<file path="src/rtl/adc_seq_pkg.sv">
// Shared types and default sizing for the ADC capture sequencer.
package adc_seq_pkg;
  localparam int CNT_W_DEF          = 16;
  localparam int TIMEOUT_CYCLES_DEF = 200000;
  localparam int TMO_W_DEF          = 18;

  typedef enum logic [2:0] {
    IDLE, WAIT_RDY, RUN, RELEASE, GAP, DRAIN, FINISH
  } seq_state_e;
endpackage

</file>
<file path="src/rtl/adc_seq_watchdog.sv">
// Loadable saturating up-counter with clear; expired is high once the count
// sits at LIMIT-1.
module adc_seq_watchdog
  import adc_seq_pkg::*;
#(
  parameter int W     = TMO_W_DEF,
  parameter int LIMIT = TIMEOUT_CYCLES_DEF
) (
  input  logic         clk,
  input  logic         rst_n,
  input  logic         clr,
  input  logic         en,
  input  logic         load,
  input  logic [W-1:0] load_val,
  output logic         expired
);
  localparam logic [W-1:0] LAST = W'(LIMIT - 1);

  logic [W-1:0] count;

  always_ff @(posedge clk) begin
    if (!rst_n || clr)                count <= '0;
    else if (load)                    count <= load_val;
    else if (en && (count != LAST))   count <= count + W'(1);
  end

  assign expired = (count == LAST);
endmodule

</file>
<file path="src/rtl/adc_capture_sequencer.sv">
// Multi-burst sequencer for the CMOS ADC capture block: drives Work, consumes
// Done/Last, inserts inter-burst gaps and supervises each burst with a watchdog.
module adc_capture_sequencer
  import adc_seq_pkg::*;
#(
  parameter int CNT_W          = CNT_W_DEF,
  parameter int TIMEOUT_CYCLES = TIMEOUT_CYCLES_DEF,
  parameter int TMO_W          = TMO_W_DEF
) (
  input  logic             i_CMOS_Clk,
  input  logic             i_Rst_n,
  input  logic             i_Start,
  input  logic             i_Abort,
  input  logic [CNT_W-1:0] i_Burst_Count,
  input  logic [CNT_W-1:0] i_Gap_Cycles,
  input  logic             i_Stream_Ready,
  input  logic             i_ADC_Done,
  input  logic             i_ADC_Last,
  output logic             o_ADC_Work,
  output logic             o_Busy,
  output logic [CNT_W-1:0] o_Burst_Idx,
  output logic             o_Seq_Done,
  output logic             o_Timeout,
  output logic             o_Aborted,
  output logic             o_Last_Seen
);
  seq_state_e       state;
  logic [CNT_W-1:0] cnt_lat, gap_lat, gap_cnt;
  logic             tmo_expired, abortable;

  // Watchdog is held at zero outside RUN, so it restarts on every Work rise.
  adc_seq_watchdog #(.W(TMO_W), .LIMIT(TIMEOUT_CYCLES)) u_wdog (
    .clk      (i_CMOS_Clk),
    .rst_n    (i_Rst_n),
    .clr      (state != RUN),
    .en       (state == RUN),
    .load     (1'b0),
    .load_val ('0),
    .expired  (tmo_expired)
  );

  assign abortable = (state == WAIT_RDY) || (state == RUN) ||
                     (state == RELEASE)  || (state == GAP);

  always_ff @(posedge i_CMOS_Clk) begin
    if (!i_Rst_n) begin
      state       <= IDLE;
      cnt_lat     <= '0;
      gap_lat     <= '0;
      gap_cnt     <= '0;
      o_ADC_Work  <= 1'b0;
      o_Busy      <= 1'b0;
      o_Burst_Idx <= '0;
      o_Seq_Done  <= 1'b0;
      o_Timeout   <= 1'b0;
      o_Aborted   <= 1'b0;
      o_Last_Seen <= 1'b0;
    end else begin
      o_Seq_Done <= 1'b0;
      if (abortable && i_Abort) begin
        o_Aborted  <= 1'b1;
        o_ADC_Work <= 1'b0;
        state      <= DRAIN;
      end else begin
        case (state)
          IDLE: if (i_Start) begin
            cnt_lat     <= i_Burst_Count;
            gap_lat     <= i_Gap_Cycles;
            o_Timeout   <= 1'b0;
            o_Aborted   <= 1'b0;
            o_Burst_Idx <= '0;
            o_Busy      <= 1'b1;
            state       <= (i_Burst_Count == '0) ? FINISH : WAIT_RDY;
          end
          WAIT_RDY: if (i_Stream_Ready && !i_ADC_Done) begin
            o_ADC_Work  <= 1'b1;
            o_Last_Seen <= 1'b0;
            state       <= RUN;
          end
          RUN: begin
            if (i_ADC_Last) o_Last_Seen <= 1'b1;
            // Done outranks a coinciding watchdog expiry.
            if (i_ADC_Done) begin
              o_ADC_Work <= 1'b0;
              state      <= RELEASE;
            end else if (tmo_expired) begin
              o_Timeout  <= 1'b1;
              o_ADC_Work <= 1'b0;
              state      <= DRAIN;
            end
          end
          RELEASE: if (!i_ADC_Done) begin
            if (o_Burst_Idx == cnt_lat - CNT_W'(1)) begin
              state <= FINISH;
            end else begin
              o_Burst_Idx <= o_Burst_Idx + CNT_W'(1);
              gap_cnt     <= gap_lat;
              state       <= GAP;
            end
          end
          GAP: begin
            if (gap_cnt == '0) state <= WAIT_RDY;
            else               gap_cnt <= gap_cnt - CNT_W'(1);
          end
          DRAIN: if (!i_ADC_Done) state <= FINISH;
          FINISH: begin
            o_Seq_Done <= 1'b1;
            o_Busy     <= 1'b0;
            state      <= IDLE;
          end
          default: state <= IDLE;
        endcase
      end
    end
  end
endmodule

</file>
<file path="config.mk">
export PLATFORM = sky130hd
export DESIGN_NAME = adc_capture_sequencer
export DESIGN_NICKNAME = d
export VERILOG_FILES = /design/src/rtl/adc_seq_pkg.sv /design/src/rtl/adc_seq_watchdog.sv /design/src/rtl/adc_capture_sequencer.sv
export SDC_FILE = /design/constraint.sdc
export NUM_CORES = 1
export LEC_CHECK = 0
export CORE_AREA = 2 2 102 104
export CTS_CLUSTER_DIAMETER = 40
export DETAILED_ROUTE_END_ITERATION = 10
export DIE_AREA = 0 0 104 106
export GPL_TIMING_DRIVEN = 1
export PLACE_DENSITY = 0.8
export REMOVE_ABC_BUFFERS = 1
export SLEW_MARGIN = 25
export SYNTH_ARGS = -nofsm -noshare
export SYNTH_HDL_FRONTEND = slang
export SYNTH_SLANG_ARGS = --single-unit
</file>
<file path="constraint.sdc">
create_clock -name i_CMOS_Clk -period 5.3 [get_ports i_CMOS_Clk]
set_clock_uncertainty 0.2 [all_clocks]
set_input_delay 1.325 -clock i_CMOS_Clk [delete_from_list [all_inputs] [get_ports i_CMOS_Clk]]
set_output_delay 1.325 -clock i_CMOS_Clk [all_outputs]
set_load 0.05 [all_outputs]
</file>
==> results.ini, run 1 <==
[power_and_ir_drop]
p_leak_uw = 0.001959
total_power_uw = 2292
irDropWorstVdd_v = 0.0001776
cellPowerDensity_mw_per_mm2 = 396.6

[drt]
detail_route.vias_per_cell = 5.877
routed_wl_um = 12270
route.detailed.drc = 0
drt_iter0_drc = 334
drt_first_pass_iters = 5
vias = 4778
antenna_left = 0
wl_per_cell_um = 15.09

[clock_tree]
clkTransAtPathRegs_ns = 0.09
cts_hold_buf = 0
cts.path.max_buffers = 2
clock_sinks = 91
insertion_delay_ns = 0.36
htree_levels = 3
cts.root.buffer_cell = clkbuf_8
cts_tree = done
postCtsSetupRepairBufs = 0
cts_inserted_buffers = 9
cts_resized = 0

[placed_design]
place_area_mm2 = 0.005514
place.detailed.hpwl_um = 8562
io_buffers = 60
pre_cts_ws_ns = 1.472
place_congestion = 0.9390

[layout]
nets = 716
utilization_pct = 57.80
seq_area_mm2 = 0.001822
area.growth.synth_to_final_pct = 18.44
antenna_cells = 0
multi_input_area_mm2 = 0.002830
nFillCells = 919
final_layout_size_suffix_gt1_share_pct = 4.579
fin_area_mm2 = 0.005779

[floorplanning]
die-width_um = 104
coreArea_mm2 = 0.01000
fp.dieH_um = 106
start_util_pct = 48.80
die_area_mm2 = 0.01102
num_rows = 37
io_pins = 61

[logic_synthesis]
async_reset_ff_share_pct = 0
yosysUniqueCellTypes = 56
syn_area_per_cell_um2 = 7.660
synth-seq-cells = 91
synth_edf_count = 0
synthFlopType = dfxtp_1
yosys_warnings = 0
syn_inst = 637
synth_area_mm2 = 0.004880
yosysSeqAreaShare_pct = 37.33

[outcome]
run_status = finished, final reports clean

[setup_path]
rr_worst_depth = 8
cp.arrival_ns = 3.91
startpoint_type = flip-flop
crit_fanout = 49
critPathKind = flip-flop to flip-flop
worstSetupEndpointType = flip-flop
cp.required_ns = 5.32

[global_routing]
grt_max_degree = 50
grt.total_usage_pct = 22.30
gr-total-overflow = 0
met3_usage_pct = 4.782
met1_usage_pct = 26.79
first_global_vias = 4379
use_met2_pct = 39.33
antenna_found_initial = 0
top_usage_layer = met2
grt_pass1_wl_um = 20440

[sta]
setup_ws_ns = 1.405
rsz0062_at_grt = no
period_needed_ns = 3.895
relSlewSlack_pct = 41.65
period_share_pct = 73.48
max_slew.worst_pin.slew_ns = 0.8720
slew_viol_final = 0
hold_violations = 0
clock.fmax_mhz = 256.8
setup_tns_ns = 0
setup_violations = 0

[flow_run]
drv_cap = 0

[min_path]
holdPathStages = 2
hold_path.class = flip-flop to flip-flop

## metal layers
layer / wire (um) / up-vias
met3: 648 / 18
met5: 0 / -
met1: 5291 / 2243
met2: 6076 / 132
met4: 250 / 0
li1: - / 2385
## worst max-delay path, stage by stage (launching register included)
cell       delay, ns
dfxtp_1         0.39
or4_4           0.58
or3_1           0.37
a2111oi_0       0.50
o22ai_1         0.22
nor4_4          0.27
buf_4           0.43
nand2b_1        0.58
o21ai_0         0.20
## sequential cells by signal, indices dropped and copies added (netlist names)
signal and flops:
o_Busy 1, o_Last_Seen 1, o_ADC_Work 1, state 3
u_wdog.count 18, gap_lat 16, o_Burst_Idx 16, o_Aborted 1
gap_cnt 16, cnt_lat 16, o_Timeout 1, o_Seq_Done 1
## path summary, 6_finish.rpt
check        startpoint           to  slack, ns
max          cnt_lat[9]  gap_cnt[11]       1.41
min          gap_lat[1]   gap_lat[1]       0.26
max reg2reg  cnt_lat[9]  gap_cnt[11]       1.41
min reg2reg  gap_lat[1]   gap_lat[1]       0.26
## stage by stage
| stage | hold slack [ns] | std cells |
|---|---|---|
| after floorplan | 0.2365 | 595 |
| final | 0.2570 | 813 |
| after global placement | 0.2463 | 798 |
| after global routing | 0.2893 | 813 |
| after detailed placement | 0.2502 | 798 |
| after CTS | 0.2626 | 813 |
## logic make-up after synthesis
family / Yosys count / synth area share (%)
simple gates: 288 / 28.74
compound gates: 165 / 21.33
flops: 91 / 37.33
buf+inv: 53 / 5.000
xor+xnor: 32 / 5.744
mux: 4 / 0.8205
fa+ha+maj: 4 / 1.026
## cell usage after synthesis (all sizes together) (13+ instances only)
library cell    n  share of area (%)
o21ai          33                3.4
dfxtp          91                 37
nand4          17                2.2
or3            13                1.7
o211ai         19                2.9
a21oi          59                6.1
nand3          18                1.8
clkbuf         33                2.5
nor4           17                2.3
nand2         110                8.5
xnor2          17                3.1
xor2           15                2.7
nor2           53                4.1
nor3           15                1.5
o31ai          18                2.8
## cells in the final DEF, fill, tap and decap left out, types with 3 or more instances in the layout
cell type,count
a21o_1,5
a21oi_1,59
a22oi_1,3
a41oi_1,3
and3_1,11
and4_1,4
buf_4,7
bufinv_16,4
clkbuf_8,10
clkdlybuf4s50_1,60
dfxtp_1,91
ha_1,4
inv_1,11
mux2i_1,4
nand2_1,109
nand2b_1,4
nand3_1,18
nand3b_1,3
nand4_1,17
nor2_1,53
nor3_1,14
nor4_1,16
o211ai_1,19
o21ai_0,25
o21ai_1,8
o31ai_1,18
or3_1,13
or4_1,11
xnor2_1,17
xor2_1,15
## area by class of cell
| class | instances | area share, % |
|---|---|---|
| Tap cell | 136 | 2.944 |
| Multi-Input combinational cell | 493 | 48.97 |
| Timing Repair Buffer | 67 | 11.30 |
| Sequential cell | 91 | 31.52 |
| Clock buffer | 10 | 2.381 |
| Clock inverter | 5 | 2.165 |
| Inverter | 11 | 0.7144 |
## report_power, final
group | leakage [uW] | internal [uW] | switching (uW)
Sequential | 0.000738 | 763 | 115
Clock | 0.000132 | 371 | 240
Combinational | 0.00109 | 314 | 490
Total | 0.00196 | 1450 | 845
(Power assumes the default switching activity.)
==> run 2, diff against run 1 <==
--- a/config.mk
+++ b/config.mk
@@ -10,7 +10,7 @@
 export DETAILED_ROUTE_END_ITERATION = 10
 export DIE_AREA = 0 0 104 106
 export GPL_TIMING_DRIVEN = 1
-export PLACE_DENSITY = 0.8
+export PLACE_DENSITY = 0.83
 export REMOVE_ABC_BUFFERS = 1
 export SLEW_MARGIN = 25
 export SYNTH_ARGS = -nofsm -noshare
==> constraint.sdc (replaced) <==
create_clock -name i_CMOS_Clk -period 3.45 [get_ports i_CMOS_Clk]
set_clock_uncertainty 0.2 [all_clocks]
set_input_delay 0.8625 -clock i_CMOS_Clk [delete_from_list [all_inputs] [get_ports i_CMOS_Clk]]
set_output_delay 0.8625 -clock i_CMOS_Clk [all_outputs]
set_load 0.05 [all_outputs]
==> results.ini, run 2 (synthesis gave the netlist of run 1 again) <==
[floorplanning]
coreArea_mm2 = 0.01000  ; unchanged
die_area_mm2 = 0.01102  ; unchanged
fp.dieH_um = 106  ; unchanged
io_pins = 61  ; unchanged
num_rows = 37  ; unchanged
start_util_pct = 48.80  ; unchanged
die-width_um = 104  ; unchanged

[drt]
drt_first_pass_iters = 5  ; unchanged
routed_wl_um = 12810  ; +4.4%
met1_length_um = 5601  ; +5.9%
met3_length_um = 686  ; +5.9%
wl_per_cell_um = 15.54  ; +3.0%
maxUsedRoutingLayer = met4
antenna_left = 0  ; unchanged
route.detailed.drc = 0  ; unchanged
wl_met2_um = 6072  ; about the same
detail_route.vias_per_cell = 5.987  ; +1.9%
vias = 4933  ; +3.2%
drt_iter0_drc = 314  ; -6.0%

[layout]
seq_area_mm2 = 0.001822  ; unchanged
top_register = u_wdog.count
layout_common_cells = nand2_1 (109), dfxtp_1 (91), clkdlybuf4s50_1 (60)
fin_area_mm2 = 0.005818  ; +0.67%
multi_input_area_mm2 = 0.002830  ; unchanged
utilization_pct = 58.18  ; +0.39 points
nets = 726  ; +1.4%
antenna_cells = 0  ; unchanged
nFillCells = 921  ; +0.22%
largest_register_ffs = 18  ; unchanged
layout_commonest_cell = nand2_1
area.growth.synth_to_final_pct = 19.23
final_layout_size_suffix_gt1_share_pct = 6.105  ; +1.5 points

[setup_path]
r2r-start = cnt_lat[9]
crit_fanout = 16  ; -67%
rr_worst_depth = 8  ; unchanged
cp.arrival_ns = 3.30  ; -0.61 ns
r2r_slack_ns = 0.21  ; -1.19 ns
startpoint_type = flip-flop
cp.required_ns = 3.51  ; -1.81 ns
worstSetupStartpoint = cnt_lat[9]
reg2reg_to = gap_cnt[15]
worstSetupEndpointType = flip-flop
critPathKind = flip-flop to flip-flop

[min_path]
holdPathStages = 2  ; unchanged
min_from = gap_lat[14]
hold_path_end = gap_lat[14]
hold_path.class = flip-flop to flip-flop

[global_routing]
gr-total-overflow = 0  ; unchanged
grt.total_usage_pct = 23.56  ; +1.3 points
grt_pass1_wl_um = 21560  ; +5.5%
first_global_vias = 4645  ; +6.1%
antenna_found_initial = 0  ; unchanged
grt_max_degree = 48  ; -4.0%

[sta]
period_share_pct = 93.87  ; +20 points
max_slew.worst_pin.slew_ns = 0.6606  ; -0.2114 ns
period_needed_ns = 3.238  ; -0.6562 ns
hold_violations = 0  ; unchanged
setup_violations = 0  ; unchanged
hold_ws_ns = 0.2575  ; +0.0005450 ns
rsz0062_at_grt = no
slew_viol_final = 0  ; unchanged
setup_ws_ns = 0.2115  ; -1.194 ns
clock.fmax_mhz = 308.8  ; +20%
relSlewSlack_pct = 55.55  ; +14 points

[clock_tree]
htree_levels = 3  ; unchanged
postCtsSetupRepairBufs = 0  ; unchanged
cts_resized = 0  ; unchanged
cts_tree = done
cts_hold_buf = 0  ; unchanged
clkTransAtPathRegs_ns = 0.09  ; about the same
cts.root.buffer_cell = clkbuf_8
cts_inserted_buffers = 9  ; unchanged
insertion_delay_ns = 0.36  ; about the same
clock_sinks = 91  ; unchanged
cts.path.max_buffers = 2  ; unchanged

[placed_design]
place.detailed.hpwl_um = 8994  ; +5.0%
place_congestion = 0.8938  ; -4.8%
place_area_mm2 = 0.005589  ; +1.4%
pre_cts_ws_ns = 0.2440  ; -1.228 ns
io_buffers = 60  ; unchanged

[power_and_ir_drop]
irDropWorstVdd_v = 0.0002673  ; +51%
cellPowerDensity_mw_per_mm2 = 595.6  ; +50%
p_leak_uw = 0.001996  ; +1.9%

[outcome]
run_status = finished, final reports clean

[flow_run]
drv_cap = 0  ; unchanged

run 2: per-layer routing:
metal,vias up,track usage (%)
met5,-,0
met2,175,40.18
li1,2389,-
met3,34,2.943
met1,2335,29.61
met4,0,11.39
run 2: layout make-up:
class                   instances  share of cell area [%]
repair buffers                 77                   12.52
clock inverters                 5                   1.290
well taps                     136                   2.925
clock buffers                  11                   2.602
inverters                      11                  0.7097
multi-input cells             493                   48.65
flip-flops and latches         91                   31.31
run 2: critical path, cell delays in order (launching register included):
cell and delay [ns]:
dfxtp_1 0.39, or4_4 0.59, or3_1 0.36, a2111oi_0 0.43
o22ai_1 0.19, nor4_4 0.36, buf_4 0.28, nor3_1 0.08
o221a_2 0.24
run 2: how the worst max path moves through the flow:
stage	to	slack [ns]	cells past startpoint
final	gap_cnt[15]	0.21	8
after global routing	o_Burst_Idx[14]	0.04	8
after CTS	gap_cnt[15]	0.27	8
after detailed placement	o_Burst_Idx[14]	0.24	8
after global placement	o_Burst_Idx[14]	0.34	8
after floorplan	gap_cnt[15]	-1.38	7
run 2: report_power, final:
part           internal [uW]  switching (uW)  total (uW)
Clock                    444             374         818
Sequential              1170             159        1330
Combinational            516             800        1320
Total                   2130            1330        3470
run 2: stage by stage:
step                power [uW]  std cells  TNS [ns]
finish                    3465        824         0
global route              3694        824         0
CTS                       3458        824         0
detailed placement        2646        808         0
global placement          2596        808         0
floorplan                 2219        595    -38.26
==> run 3, diff against run 2 <==
--- a/config.mk
+++ b/config.mk
@@ -5,14 +5,15 @@
 export SDC_FILE = /design/constraint.sdc
 export NUM_CORES = 1
 export LEC_CHECK = 0
-export CORE_AREA = 2 2 102 104
+export CORE_AREA = 2 2 88 124
 export CTS_CLUSTER_DIAMETER = 40
 export DETAILED_ROUTE_END_ITERATION = 10
-export DIE_AREA = 0 0 104 106
+export DIE_AREA = 0 0 90 126
 export GPL_TIMING_DRIVEN = 1
-export PLACE_DENSITY = 0.83
+export PLACE_DENSITY = 0.82
 export REMOVE_ABC_BUFFERS = 1
 export SLEW_MARGIN = 25
 export SYNTH_ARGS = -nofsm -noshare
 export SYNTH_HDL_FRONTEND = slang
+export SYNTH_HIERARCHICAL = 1
 export SYNTH_SLANG_ARGS = --single-unit
==> results.ini, run 3 <==
[clock_tree]
postCtsSetupRepairBufs = 0  ; unchanged
cts_inserted_buffers = 9  ; unchanged
cts_tree = done
cts.path.max_buffers = 2  ; unchanged
clock_sinks = 91  ; unchanged
clkTransAtPathRegs_ns = 0.07  ; -0.02 ns
insertion_delay_ns = 0.34  ; -0.02 ns
cts_hold_buf = 0  ; unchanged
htree_levels = 3  ; unchanged
cts.root.buffer_cell = clkbuf_16

[layout]
layout_commonest_cell = nand2_1
final_layout_size_suffix_gt1_share_pct = 6.474  ; +0.37 points
antenna_cells = 0  ; unchanged
top_register = u_wdog/count
largest_register_ffs = 18  ; unchanged
nFillCells = 951  ; +3.3%
area.growth.synth_to_final_pct = 23.07
layout_common_cells = nand2_1 (92), dfxtp_1 (91), nor2_1 (70)
seq_area_mm2 = 0.001822  ; unchanged
multi_input_area_mm2 = 0.003034  ; +7.2%
nets = 764  ; +5.2%

[setup_path]
cp.arrival_ns = 3.30  ; about the same
cp_num_cells = 11  ; +3
rr_worst_depth = 11  ; +3
critPathMaxStageDelay_ns = 0.51  ; -0.08 ns
cpMaxStageDelayCell = or4_1
cp.required_ns = 3.51  ; about the same
path_buf_inv = 3  ; +2
crit_family = simple AND/OR/NAND/NOR gates
cp_cell_sequence = inv_1, ha_1, or3b_1, or4_1, or4_1, o21ai_2, inv_1, o21ai_2, buf_12, a21oi_1, o31ai_2
crit_fanout = 32  ; +16
startpoint_type = flip-flop
critPathKind = flip-flop to flip-flop
worstSetupEndpointType = flip-flop

[sta]
slew_viol_final = 0  ; unchanged
period_needed_ns = 3.239  ; +0.0004920 ns
hold_violations = 0  ; unchanged
rsz0062_at_grt = no
setup_violations = 0  ; unchanged
clock.fmax_mhz = 308.7  ; about the same
period_share_pct = 93.88  ; about the same
max_slew.worst_pin.slew_ns = 0.8696  ; +0.2089 ns
relSlewSlack_pct = 41.89  ; -14 points
setup_ws_ns = 0.2110  ; -0.0004920 ns
setup_tns_ns = 0  ; unchanged

[floorplanning]
coreArea_mm2 = 0.01024  ; +2.4%
num_rows = 44  ; +19%
start_util_pct = 48.89  ; +0.089 points
io_pins = 61  ; unchanged
die_area_mm2 = 0.01134  ; +2.9%
die-width_um = 90  ; -13%
fp.dieH_um = 126  ; +19%

[drt]
antenna_left = 0  ; unchanged
route.detailed.drc = 0  ; unchanged
vias = 4881  ; -1.1%
drt_iter0_drc = 319  ; +1.6%
wl_per_cell_um = 14.70  ; -5.4%
detail_route.vias_per_cell = 5.649  ; -5.6%
drt_first_pass_iters = 5  ; unchanged
routed_wl_um = 12700  ; -0.85%

[global_routing]
grt.total_usage_pct = 23.17  ; -0.40 points
grt_max_degree = 40  ; -17%
antenna_found_initial = 0  ; unchanged
grt_pass1_wl_um = 21740  ; +0.84%
gr-total-overflow = 0  ; unchanged
first_global_vias = 4788  ; +3.1%

[placed_design]
io_buffers = 60  ; unchanged
pre_cts_ws_ns = 0.1915  ; -0.05252 ns
place.detailed.hpwl_um = 9337  ; +3.8%
place_congestion = 0.9044  ; +1.2%

[logic_synthesis]
synth_commonest_cells = nand2_1 (92), dfxtp_1 (91), nor2_1 (70)
synth_compound_area_share_pct = 20.92  ; -0.41 points
synth_simple_gate_area_share_pct = 28.62  ; -0.13 points
synth.area.mux_share_pct = 0.5999  ; -0.22 points
synth_fa_ha_area_share_pct = 0.9998  ; -0.026 points
yosysTopAreaCell = dfxtp_1
syn_inst = 652  ; +2.4%
syn_area_per_cell_um2 = 7.678  ; +0.23%
synth_area_leaders = dfxtp_1 (36%), nand2_1 (6.9%), a21oi_1 (6.6%)
async_reset_ff_share_pct = 0  ; unchanged
yosysMostFrequentCell = nand2_1
synth_edf_count = 0  ; unchanged
synth_top_area_share_pct = 36.39  ; -0.94 points
synth-seq-cells = 91  ; unchanged
synth_area_mm2 = 0.005006  ; +2.6%
synthFlopType = dfxtp_1
yosys_warnings = 6  ; +6
synth_xor_area_share_pct = 7.798  ; +2.1 points
yosysUniqueCellTypes = 63  ; +13%
synth_top_family_by_area = simple AND/OR/NAND/NOR gates
yosysSeqAreaShare_pct = 36.39  ; -0.94 points

[flow_run]
drv_cap = 0  ; unchanged

[power_and_ir_drop]
cellPowerDensity_mw_per_mm2 = 635.1  ; +6.6%
p_leak_uw = 0.002334  ; +17%
total_power_uw = 3913  ; +13%
irDropWorstVdd_v = 0.0003234  ; +21%

[outcome]
run_status = finished, final reports clean

[min_path]
holdPathStages = 2  ; unchanged
hold_path.class = flip-flop to flip-flop

[run 3: cell count changes after synthesis, moves of 5 or more]
| cell | previous run | this run |
|---|---|---|
| a21oi_1 | 59 | 66 |
| nand2_1 | 110 | 92 |
| xor2_1 | 15 | 31 |
| and3_1 | 11 | 16 |
| o31ai_1 | 18 | 11 |
| nor2_1 | 53 | 70 |
| a211oi_1 | 2 | 10 |
| nor4_1 | 16 | 10 |
| or3_1 | 13 | 3 |
| o211ai_1 | 19 | 13 |
| xnor2_1 | 17 | 11 |
[run 3: cells by family (layout without fill, tap and decap cells)]
family,count (synthesis),after routing
multiplexers,3,3
flip-flops,91,91
XOR/XNOR,43,43
AND/OR/NAND/NOR,290,290
adder cells (fa/ha/maj),4,4
AO/OA/AOI/OAI,165,165
buffers and inverters,55,110
other,1,20
[run 3: metrics by stage]
| stage | hold WS (ns) | utilization (%) | instances | instance area, um2 |
|---|---|---|---|---|
| after floorplan | 0.2317 | - | 632 | 4907 |
| after global placement | 0.2396 | 56.96 | 848 | 5833 |
| after detailed placement | 0.2498 | 56.96 | 848 | 5833 |
| after CTS | 0.2586 | 60.13 | 864 | 6157 |
| after global routing | 0.2786 | 60.17 | 864 | 6161 |
| final | 0.2561 | 60.17 | 864 | 6161 |
[run 3: layout make-up]
class                      count  area share [%]
timing repair buffer          78           12.14
inverter                      16          0.9748
clock buffer                  10           3.716
sequential                    91           29.57
multi-input combinational    525           49.25
clock inverter                 6           1.543
tap                          138           2.803
[run 3: report_power, final]
| part | switching (uW) | leakage, uW | internal (uW) |
|---|---|---|---|
| logic | 888 | 0.00144 | 595 |
| clock network | 423 | 0.000158 | 644 |
| registers | 172 | 0.000739 | 1190 |
[run 3: final timing paths]
kind | from | end | slack (ns)
worst min-delay path | gap_lat[15] | gap_lat[15] | 0.26
worst max-delay path | gap_cnt[0] | gap_cnt[0] | 0.21
worst min register to register | gap_lat[15] | gap_lat[15] | 0.26
worst max register to register | gap_cnt[0] | gap_cnt[0] | 0.21
[run 3: routing by layer]
metal	track usage, %	vias to the layer above	share of wire [%]
li1	-	2461	-
met1	25.66	2247	39
met2	41.53	133	52
met3	3.349	40	4.3
met4	14.39	0	4.4
met5	0	-	0
[run 3: repair_timing]
item,4_1_cts,5_1_grt
endpoints found under the hold margin,0,0
endpoints found under the setup margin,0,1
gates resized for setup,0,1
[run 3: tightest hold or removal path, stage by stage, from the launching register on]
cell,delay (ns)
dfxtp_1,0.31
nand2_1,0.05
a21oi_1,0.05
